File: src/rtl/swg_burst_ctrl.sv
// Command-queued square-wave burst sequencer: (half-period, pulse count) commands
// are buffered in a small FIFO and played back-to-back on a registered output.
module swg_burst_ctrl #(
  parameter int HALF_W     = 16,
  parameter int CNT_W      = 8,
  parameter int FIFO_DEPTH = 4
) (
  input  logic              clk,
  input  logic              rst,
  input  logic              cmd_valid,
  output logic              cmd_ready,
  input  logic [HALF_W-1:0] cmd_half,
  input  logic [CNT_W-1:0]  cmd_pulses,
  input  logic              abort,
  output logic              sq_wave,
  output logic              busy,
  output logic              done,
  output logic [CNT_W-1:0]  pulse_cnt
);

  localparam int AW = $clog2(FIFO_DEPTH);
  localparam logic [AW-1:0]     PTR_ONE   = 1;
  localparam logic [AW:0]       OCC_ONE   = 1;
  localparam logic [AW:0]       OCC_FULL  = (AW+1)'(FIFO_DEPTH);
  localparam logic [HALF_W-1:0] HALF_ONE  = 1;
  localparam logic [CNT_W-1:0]  PULSE_ONE = 1;

  typedef enum logic [1:0] {S_IDLE, S_LOAD, S_HIGH, S_LOW} state_t;

  // FIFO storage and bookkeeping
  logic [HALF_W-1:0] mem_half_q   [FIFO_DEPTH];
  logic [HALF_W-1:0] mem_half_d   [FIFO_DEPTH];
  logic [CNT_W-1:0]  mem_pulses_q [FIFO_DEPTH];
  logic [CNT_W-1:0]  mem_pulses_d [FIFO_DEPTH];
  logic [AW-1:0]     wr_ptr_q, wr_ptr_d;
  logic [AW-1:0]     rd_ptr_q, rd_ptr_d;
  logic [AW:0]       occ_q, occ_d;

  // Burst engine
  state_t            state_q, state_d;
  logic [HALF_W-1:0] half_q, half_d;
  logic [CNT_W-1:0]  remaining_q, remaining_d;
  logic [HALF_W-1:0] timer_q, timer_d;
  logic              sq_wave_q, sq_wave_d;
  logic              done_q, done_d;
  logic [CNT_W-1:0]  pulse_cnt_q, pulse_cnt_d;

  logic              fifo_empty, fifo_full, push, pop;
  logic [HALF_W-1:0] head_half;
  logic [CNT_W-1:0]  head_pulses;

  assign fifo_empty  = (occ_q == '0);
  assign fifo_full   = (occ_q == OCC_FULL);
  assign cmd_ready   = !rst && !abort && !fifo_full;
  assign push        = cmd_valid && cmd_ready;
  assign head_half   = mem_half_q[rd_ptr_q];
  assign head_pulses = mem_pulses_q[rd_ptr_q];

  assign sq_wave   = sq_wave_q;
  assign done      = done_q;
  assign pulse_cnt = pulse_cnt_q;
  assign busy      = (state_q != S_IDLE) || !fifo_empty;

  always_comb begin
    mem_half_d   = mem_half_q;
    mem_pulses_d = mem_pulses_q;
    if (push) begin
      mem_half_d[wr_ptr_q]   = cmd_half;
      mem_pulses_d[wr_ptr_q] = cmd_pulses;
    end
  end

  always_comb begin
    wr_ptr_d = push ? wr_ptr_q + PTR_ONE : wr_ptr_q;
    rd_ptr_d = pop  ? rd_ptr_q + PTR_ONE : rd_ptr_q;
    occ_d    = occ_q;
    if (push && !pop) begin
      occ_d = occ_q + OCC_ONE;
    end else if (pop && !push) begin
      occ_d = occ_q - OCC_ONE;
    end
    // Abort flushes; push is already blocked by cmd_ready while abort is high.
    if (abort) begin
      wr_ptr_d = '0;
      rd_ptr_d = '0;
      occ_d    = '0;
    end
  end

  always_comb begin
    state_d     = state_q;
    half_d      = half_q;
    remaining_d = remaining_q;
    timer_d     = timer_q;
    sq_wave_d   = sq_wave_q;
    done_d      = 1'b0;
    pulse_cnt_d = pulse_cnt_q;
    pop         = 1'b0;
    if (abort) begin
      state_d   = S_IDLE;
      sq_wave_d = 1'b0;
    end else begin
      case (state_q)
        S_IDLE: begin
          sq_wave_d = 1'b0;
          if (!fifo_empty) begin
            pop         = 1'b1;
            // A zero half-period would underflow the timer; run it as one cycle.
            half_d      = (head_half == '0) ? HALF_ONE : head_half;
            remaining_d = head_pulses;
            state_d     = S_LOAD;
          end
        end
        S_LOAD: begin
          pulse_cnt_d = '0;
          if (remaining_q == '0) begin
            state_d = S_IDLE;
          end else begin
            sq_wave_d = 1'b1;
            timer_d   = half_q - HALF_ONE;
            state_d   = S_HIGH;
          end
        end
        S_HIGH: begin
          if (timer_q == '0) begin
            sq_wave_d = 1'b0;
            timer_d   = half_q - HALF_ONE;
            state_d   = S_LOW;
          end else begin
            timer_d = timer_q - HALF_ONE;
          end
        end
        S_LOW: begin
          if (timer_q == '0) begin
            pulse_cnt_d = pulse_cnt_q + PULSE_ONE;
            remaining_d = remaining_q - PULSE_ONE;
            if (remaining_q == PULSE_ONE) begin
              done_d  = 1'b1;
              state_d = S_IDLE;
            end else begin
              sq_wave_d = 1'b1;
              timer_d   = half_q - HALF_ONE;
              state_d   = S_HIGH;
            end
          end else begin
            timer_d = timer_q - HALF_ONE;
          end
        end
        default: begin
          state_d   = S_IDLE;
          sq_wave_d = 1'b0;
        end
      endcase
    end
  end

  // Payload storage carries no reset; occupancy alone decides validity.
  always_ff @(posedge clk) begin
    mem_half_q   <= mem_half_d;
    mem_pulses_q <= mem_pulses_d;
  end

  always_ff @(posedge clk) begin
    if (rst) begin
      wr_ptr_q    <= '0;
      rd_ptr_q    <= '0;
      occ_q       <= '0;
      state_q     <= S_IDLE;
      half_q      <= '0;
      remaining_q <= '0;
      timer_q     <= '0;
      sq_wave_q   <= 1'b0;
      done_q      <= 1'b0;
      pulse_cnt_q <= '0;
    end else begin
      wr_ptr_q    <= wr_ptr_d;
      rd_ptr_q    <= rd_ptr_d;
      occ_q       <= occ_d;
      state_q     <= state_d;
      half_q      <= half_d;
      remaining_q <= remaining_d;
      timer_q     <= timer_d;
      sq_wave_q   <= sq_wave_d;
      done_q      <= done_d;
      pulse_cnt_q <= pulse_cnt_d;
    end
  end

endmodule
File: config.mk
export PLATFORM = sky130hd
export DESIGN_NAME = swg_burst_ctrl
export DESIGN_NICKNAME = d
export VERILOG_FILES = /design/src/rtl/swg_burst_ctrl.sv
export SDC_FILE = /design/constraint.sdc
export NUM_CORES = 1
export LEC_CHECK = 0
export BUFFER_PORTS_ARGS = -buffer_cell sky130_fd_sc_hd__buf_2
export CAP_MARGIN = 40
export CORE_MARGIN = 1
export CORE_UTILIZATION = 53
export CTS_BUF_LIST = sky130_fd_sc_hd__clkbuf_8 sky130_fd_sc_hd__clkbuf_16
export DETAILED_ROUTE_END_ITERATION = 7
export GPL_TIMING_DRIVEN = 0
export PLACE_DENSITY = 0.75
export SYNTH_ARGS = -nofsm -noshare
export SYNTH_HDL_FRONTEND = slang
export SYNTH_SLANG_ARGS = --single-unit
File: constraint.sdc
create_clock -name clk -period 6.4 [get_ports clk]
set_input_delay 0.32 -clock clk [delete_from_list [all_inputs] [get_ports clk]]
set_output_delay 0.32 -clock clk [all_outputs]
set_load 0.005 [all_outputs]
## Word level (Yosys, flattened, before mapping)

Index checks and enable logic that the tools add are counted.

- Output and inout port bits: 12
- Word-level logic and storage cells: 117
- Flip-flop bits (word level): 155
- Input port bits: 28

- Mux-type cells: 40
- Bitwise logic cells: 6
- Reductions and logical operators: 31
- Equal/unequal tests: 11
- Magnitude comparators: 3
- Add/sub/neg operators: 8

Operators with widths:

| kind | count |
|---|---|
| 16-bit two-way mux | 8 |
| 64-bit bitwise mux | 1 |
| 8-bit two-way mux | 6 |
| 16-bit one-hot mux with 3 select lines | 1 |
| 16-bit binary-select mux with 2-bit select | 1 |
| 32-bit bitwise mux | 1 |
| 16-bit demux with 2-bit select | 1 |
| 16-bit zero test | 2 |
| 8-bit one-hot mux with 2 select lines | 2 |
| 16-bit by 1-bit subtractor with 16-bit output (second input constant) | 2 |
| 8-bit binary-select mux with 2-bit select | 1 |
| 8-bit demux with 2-bit select | 1 |
| 4-bit AND reduction | 3 |
| 2-bit two-way mux | 5 |
| 2-bit != test (second input constant) | 5 |
| 3-bit AND reduction | 3 |
| 8-bit by 1-bit adder with 8-bit output (second input constant) | 1 |
| 8-bit by 1-bit equality test with 1-bit output (second input constant) | 1 |
| 8-bit zero test | 1 |
| 1-bit two-way mux | 8 |
| 2-bit one-hot mux with 4 select lines | 1 |
| 2-bit nonzero test | 4 |
| 8-bit by 1-bit subtractor with 8-bit output (second input constant) | 1 |
| 3-bit greater-or-equal comparator (second input constant) | 2 |
| other kinds (20) | 37 |

## Logic depth before layout (Yosys ltp)

- Word-level depth: 8
- Gate-level depth with buffers: 11
- Mapped depth without buffers: 10

## Least setup slack after synthesis

OpenSTA, ideal clock, no wires.

- Path kind: input to register
- From: in abort
- To: reg occ_q[2]
- Slack: 3943 ps
- Stages on the path: 10
- Data arrival time: 2386 ps
- Setup time: 71 ps
- Data required time: 6329 ps
- Path through: or2_2 -> a21oi_1 -> and2_1 -> clkbuf_1 -> ha_1 -> inv_1 -> fa_1 -> xor2_1 -> or3_1 -> a21oi_1

- Word-level cells in the longest chain between the ends: 7
- Elaborated cells between the ends (all ways): 12
- Those cells by class: mux (2); reduce/logical (10)

RTL lines:

| what | line | source |
|---|---|---|
| start: declaration | 14 | `input logic abort,` |
| 1-bit zero test (*) | 54 | `assign cmd_ready = !rst && !abort && !fifo_full;` |
| 1-bit logical AND (*) (2 in series) | 54 |  |
| named net cmd_ready | 11 | `output logic cmd_ready,` |
| 1-bit logical AND (*) | 55 | `assign push = cmd_valid && cmd_ready;` |
| named net push | 48 | `logic fifo_empty, fifo_full, push, pop;` |
| 1-bit zero test | 79 | `end else if (pop && !push) begin` |
| 1-bit logical AND | 79 |  |
| 2-bit nonzero test (no source line) | - |  |
| end signal: assignment | 167 | `occ_q <= '0;` |
| end signal: assignment | 178 | `occ_q <= occ_d;` |
| end: declaration | 37 | `logic [AW:0] occ_q, occ_d;` |

The timed path passes the listed nets; every way through them passes the cells marked *.
A chain may end at the register's enable or synchronous reset.

## Worst setup path after layout

- From: reg occ_q[0]
- To: reg occ_q[2]

- Word-level cells in the longest chain between the ends: 7
- Elaborated cells between the ends (all ways): 17
- Those cells by class: add/sub (2); eq/ne (1); mux (5); reduce/logical (9)

RTL lines:

| what | line |
|---|---|
| 3-bit zero test / 3-bit equality test (equally long branches) | 52, 53 |
| 1-bit two-way mux / 1-bit zero test (equally long branches) | 106, 54 |
| 1-bit two-way mux / 1-bit logical AND (equally long branches) | 103, 54 |
| 1-bit two-way mux / 1-bit logical AND (equally long branches) | 99, 55 |
| 1-bit zero test, on equally long branches | 77, 79 |
| 1-bit logical AND, on equally long branches | 77, 79 |
| 3-bit two-way mux / 2-bit nonzero test (equally long branches) | - |

Several ways; a longest one is shown, not always the timed one. The select of a mux whose other input is x is not followed.

==> run summary <==
The run finished with clean final reports. The tools report the max-cap check violation count as 0. Setup repair after global routing left no endpoint under its margin. Once routing completed, OpenROAD measured the worst setup slack at 3540 ps. The final antenna-violating net count came out at 0. Along the worst path, the maximum fanout reaches 10.

For the switching component of the power, the log shows 0.000603 W. In this run, the combinational gates consume 11.2% of the power. Of the total power, the share spent switching nets is 25.9%. For met1 alone, demand over resource in global routing was 28.7%. The share of the core filled with cells in the final layout is 63.1%. CTS built an H-tree with a depth of 4. Pin placement for this block handled 40 I/O pins. The total length of routed wires was 15000 um; the power density of the placed cells was 291 mW/mm^2. Measured in cells, the most critical reg-to-reg path has a length of 10. Post-CTS timing repair inserted 0 buffers for setup. The area share of the largest cell type after synthesis works out to 41.6%. The CTS clock-pin slew for the worst setup and hold paths was 70 ps. For the pin with the worst max-slew slack, the measured transition is 730 ps. Total count of hold-check failures in the final report: 0. Of all cell types, the one taking the most synthesized area is sky130_fd_sc_hd__edfxtp_1.

The min-delay analysis places its worst path in the category input port to flop. Internal power comes to 0.00172 W. The number of failing setup endpoints in the final timing report came out at 0. A synthesized cell averages 12.2 um^2.

The worst setup path is captured at a flop. The logs give 676 for the total number of nets in the final design and 614 for the net count after synthesis. The minimum setup slack among reg-to-reg paths is 3540 ps. The max-slew violation count is 0. The run gives 60 as the unique cell type count in the Yosys netlist. After legalization and detailed placement, the total HPWL measured 10400 um. In the final routed layout, each cell accounts on average for 18.5 um. In the global route stage, met2 resource usage came out at 40.4%. Count of unresolved DRC violations after routing: 0. The detailed-route via count was 4780.

The tools report the clock latency on the worst-skew pair as 430 ps. For met3 alone, demand over resource in global routing was 7.27%. Global-route layer with the greatest usage: met2.

The critical path startpoint category is a flop. In this run, the number of DRC markers left after iteration 0 of detailed routing was 437. Measured along the y axis, the die boundary spans 116 um.

The run gives 0 as the synthesis warning total. Entering global routing, the biggest net connects 17 pins. For the via count of the first global-routing pass, the log shows 4671.

The filler cell count was 964; the number of diodes added for antenna fixing was 0. After routing, the total negative slack on setup checks comes to 0 ps. IR analysis of the VDD net gives a maximum drop of 304 uV.

Hold repair after CTS inserted 0 buffers. Of the total power, the clock network draws 41.5%. The logs give 23.9% for the overall routing resource usage and 3540 ps for the worst setup slack before clock tree synthesis.

The layout overhead on the synthesized area came out at 15.4%. The width of the die is 116 um. At the worst endpoint, the arrival time is 3210 ps. For this run, the register share of the synthesized area comes to 58.6%. The placer congestion estimate came out at 0.895. The area of the die is 0.0135 mm^2. For the worst setup path, the data required time is 6750 ps.

The tree is rooted in a sky130_fd_sc_hd__clkbuf_16. The synthesized cell area was 0.00693 mm^2; the first-pass GRT wire length was 23500 um. In this run, synthesis inferred 96 flip-flops with an integrated enable. The tree built by TritonCTS fans out to 155 sinks.

The most used flip-flop cell after synthesis is sky130_fd_sc_hd__edfxtp_1. The core region is 0.0127 mm^2. In this run the critical register-to-register path is launched from occ_q[0]. The cell count after synthesis is 569, and the number of cell rows is 41.

The worst relative slew slack was 51.3%; the final critical-path required period was 2860 ps. The initial antenna violation count is 0. The worst setup path is of the flop to flop kind. Of the total power, registers draw 47.3%.

The endpoint identified for the worst register-to-register timing path is occ_q[2]. TritonCTS built the clock tree. Of all flip-flops after synthesis, the portion carrying an async set or reset was 0%. The depth of the worst hold-timing path was 1; the leakage power figure was 2.74 nW. Port buffering added 39 buffers. Once the clock tree was built, the resizer swapped 0 gates to a different size. The deepest clock path buffer count was 2.

The first detailed-routing pass took 5 iterations. The area of combinational cells with multiple inputs was 0.00268 mm^2. The number of clock buffers added by TritonCTS is 17.

Of the cells placed in the final design, the portion with a size suffix greater than 1 is 19.0%. Counting flops and latches in the post-synthesis netlist gives 155. Routed via count divided by cell count: 5.87. Across the routed clock network, the largest skew measured is 10.1 ps. The leftover overflow at the end of global routing was 0. In the post-synthesis netlist, the biggest area contributors are sky130_fd_sc_hd__edfxtp_1 42%, sky130_fd_sc_hd__dfxtp_1 17%, sky130_fd_sc_hd__mux4_2 7.8%, sky130_fd_sc_hd__nand2_1 3.4%, sky130_fd_sc_hd__a21oi_1 3.4%. The first element of the critical path is occ_q[0].

The sequential cell area in the final layout came out at 0.00406 mm^2. The tools report the end of the worst hold path as mem_pulses_q[29]. The critical hold path startpoint is cmd_pulses[5]. Period utilization: 44.7%.

For this configuration, the core starts out at a cell density of 54.7%. The tools report the achievable clock frequency as 350 MHz.
-- worst max-delay path, cell delays in order (launching register included) --
cell                       delay (ps)
sky130_fd_sc_hd__dfxtp_1          360
sky130_fd_sc_hd__nor3_1           410
sky130_fd_sc_hd__nor3b_1          140
sky130_fd_sc_hd__inv_1            200
sky130_fd_sc_hd__clkbuf_1         390
sky130_fd_sc_hd__ha_1             270
sky130_fd_sc_hd__inv_1             60
sky130_fd_sc_hd__fa_1             370
sky130_fd_sc_hd__xor2_1           150
sky130_fd_sc_hd__or3_1            300
sky130_fd_sc_hd__a21oi_1          140
-- cells in the mapped netlist, types with 6 or more instances --
library cell               instances
sky130_fd_sc_hd__mux4_2           24
sky130_fd_sc_hd__xnor2_1          13
sky130_fd_sc_hd__and3_1            6
sky130_fd_sc_hd__or3_1             6
sky130_fd_sc_hd__nand3_1          12
sky130_fd_sc_hd__inv_1            17
sky130_fd_sc_hd__o21ai_1           9
sky130_fd_sc_hd__dfxtp_1          59
sky130_fd_sc_hd__nor4_1            9
sky130_fd_sc_hd__nor2_1           38
sky130_fd_sc_hd__buf_2             7
sky130_fd_sc_hd__edfxtp_1         96
sky130_fd_sc_hd__ha_1             16
sky130_fd_sc_hd__clkbuf_1         18
sky130_fd_sc_hd__a21oi_1          47
sky130_fd_sc_hd__nand2_1          63
sky130_fd_sc_hd__o21ai_0          26
sky130_fd_sc_hd__xor2_1            9
sky130_fd_sc_hd__nor3_1           16
-- per-layer routing --
metal / routed length, um / vias to the layer above
li1: - / 2267
met1: 6280 / 2337
met2: 7670 / 147
met3: 757 / 29
met4: 315 / 0
met5: 0 / -
-- layout make-up --
class	count	area share [%]
flip-flops and latches	155	50.8
multi-input cells	369	33.6
clock buffers	17	5.32
repair buffers	43	3.66
well taps	172	2.69
clock inverters	13	1.67
plain buffers	27	1.42
inverters	18	0.845
-- placed cells by master, fill, tap and decap left out, types with 3 or more instances in the layout --
cell / netlist / routed
sky130_fd_sc_hd__edfxtp_1: 96 / 96
sky130_fd_sc_hd__nand3_1: 12 / 12
sky130_fd_sc_hd__mux4_2: 24 / 24
sky130_fd_sc_hd__a21oi_1: 47 / 47
sky130_fd_sc_hd__xnor2_1: 13 / 13
sky130_fd_sc_hd__nor3_1: 16 / 16
sky130_fd_sc_hd__o21ai_0: 26 / 26
sky130_fd_sc_hd__o21ai_1: 9 / 9
sky130_fd_sc_hd__buf_16: 0 / 3
sky130_fd_sc_hd__nand2_1: 63 / 63
sky130_fd_sc_hd__a211oi_1: 5 / 5
sky130_fd_sc_hd__nor3b_1: 4 / 4
sky130_fd_sc_hd__xor2_1: 9 / 9
sky130_fd_sc_hd__or4_1: 3 / 3
sky130_fd_sc_hd__nand4_1: 3 / 3
sky130_fd_sc_hd__nor4b_2: 3 / 3
sky130_fd_sc_hd__clkbuf_16: 0 / 17
sky130_fd_sc_hd__o31ai_1: 5 / 5
sky130_fd_sc_hd__inv_6: 0 / 5
sky130_fd_sc_hd__dfxtp_1: 59 / 59
sky130_fd_sc_hd__nand2b_1: 4 / 4
sky130_fd_sc_hd__and3_1: 6 / 6
sky130_fd_sc_hd__a32o_1: 5 / 5
sky130_fd_sc_hd__ha_1: 16 / 16
sky130_fd_sc_hd__clkbuf_1: 18 / 18
sky130_fd_sc_hd__a22oi_1: 5 / 5
sky130_fd_sc_hd__inv_1: 17 / 17
sky130_fd_sc_hd__nor4_2: 3 / 3
sky130_fd_sc_hd__buf_2: 7 / 46
sky130_fd_sc_hd__nor4_1: 9 / 9
sky130_fd_sc_hd__or3_1: 6 / 6
sky130_fd_sc_hd__nor2_1: 38 / 38
-- flip-flops by register name, indices dropped and copies added, names as in the netlist, 2 cells and up --
name and cells:
occ_q 3, rd_ptr_q 2, timer_q 16, state_q 2
remaining_q 8, wr_ptr_q 2, pulse_cnt 8, half_q 16
mem_half_q 64, mem_pulses_q 32
-- per-stage QoR --
| step | hold slack [ps] | cell area (um^2) | std cells | total power [W] |
|---|---|---|---|---|
| floorplan | 419 | 6930 | 569 | 0.00130 |
| global placement | 460 | 7340 | 780 | 0.00137 |
| detailed placement | 469 | 7440 | 784 | 0.00138 |
| CTS | 93.4 | 8000 | 814 | 0.00233 |
| global route | 83.0 | 8000 | 814 | 0.00240 |
| finish | 99.9 | 8000 | 814 | 0.00233 |
-- cell families after synthesis --
| kind of cell | synth area share, % |
|---|---|
| and+or+nand+nor | 13.8 |
| DFF | 58.6 |
| AOI/OAI and AO/OA | 11.0 |
| buffers and inverters | 2.62 |
| muxes | 7.95 |
| xor gates and xnor gates | 2.78 |
| adders and majority gates | 3.18 |
-- how the worst max path moves through the flow --
| stage | depth (start not counted) | endpoint | slack [ps] |
|---|---|---|---|
| final | 10 | occ_q[2] | 3540 |
| after global routing | 10 | occ_q[2] | 3310 |
| after CTS | 10 | occ_q[2] | 3560 |
| after detailed placement | 11 | occ_q[2] | 3540 |
| after global placement | 10 | occ_q[2] | 3640 |
| after floorplan | 10 | occ_q[2] | 3940 |
-- power by group through the flow --
stage	combinational, W	sequential, W	clock [W]
after CTS	0.000258	0.00110	0.000968
after global routing	0.000288	0.00110	0.00101
final	0.000261	0.00110	0.000965
after floorplan	0.000187	0.00112	0
after detailed placement	0.000256	0.00112	0
after global placement	0.000247	0.00112	0
No activity file was read; power rests on OpenSTA's default activity.
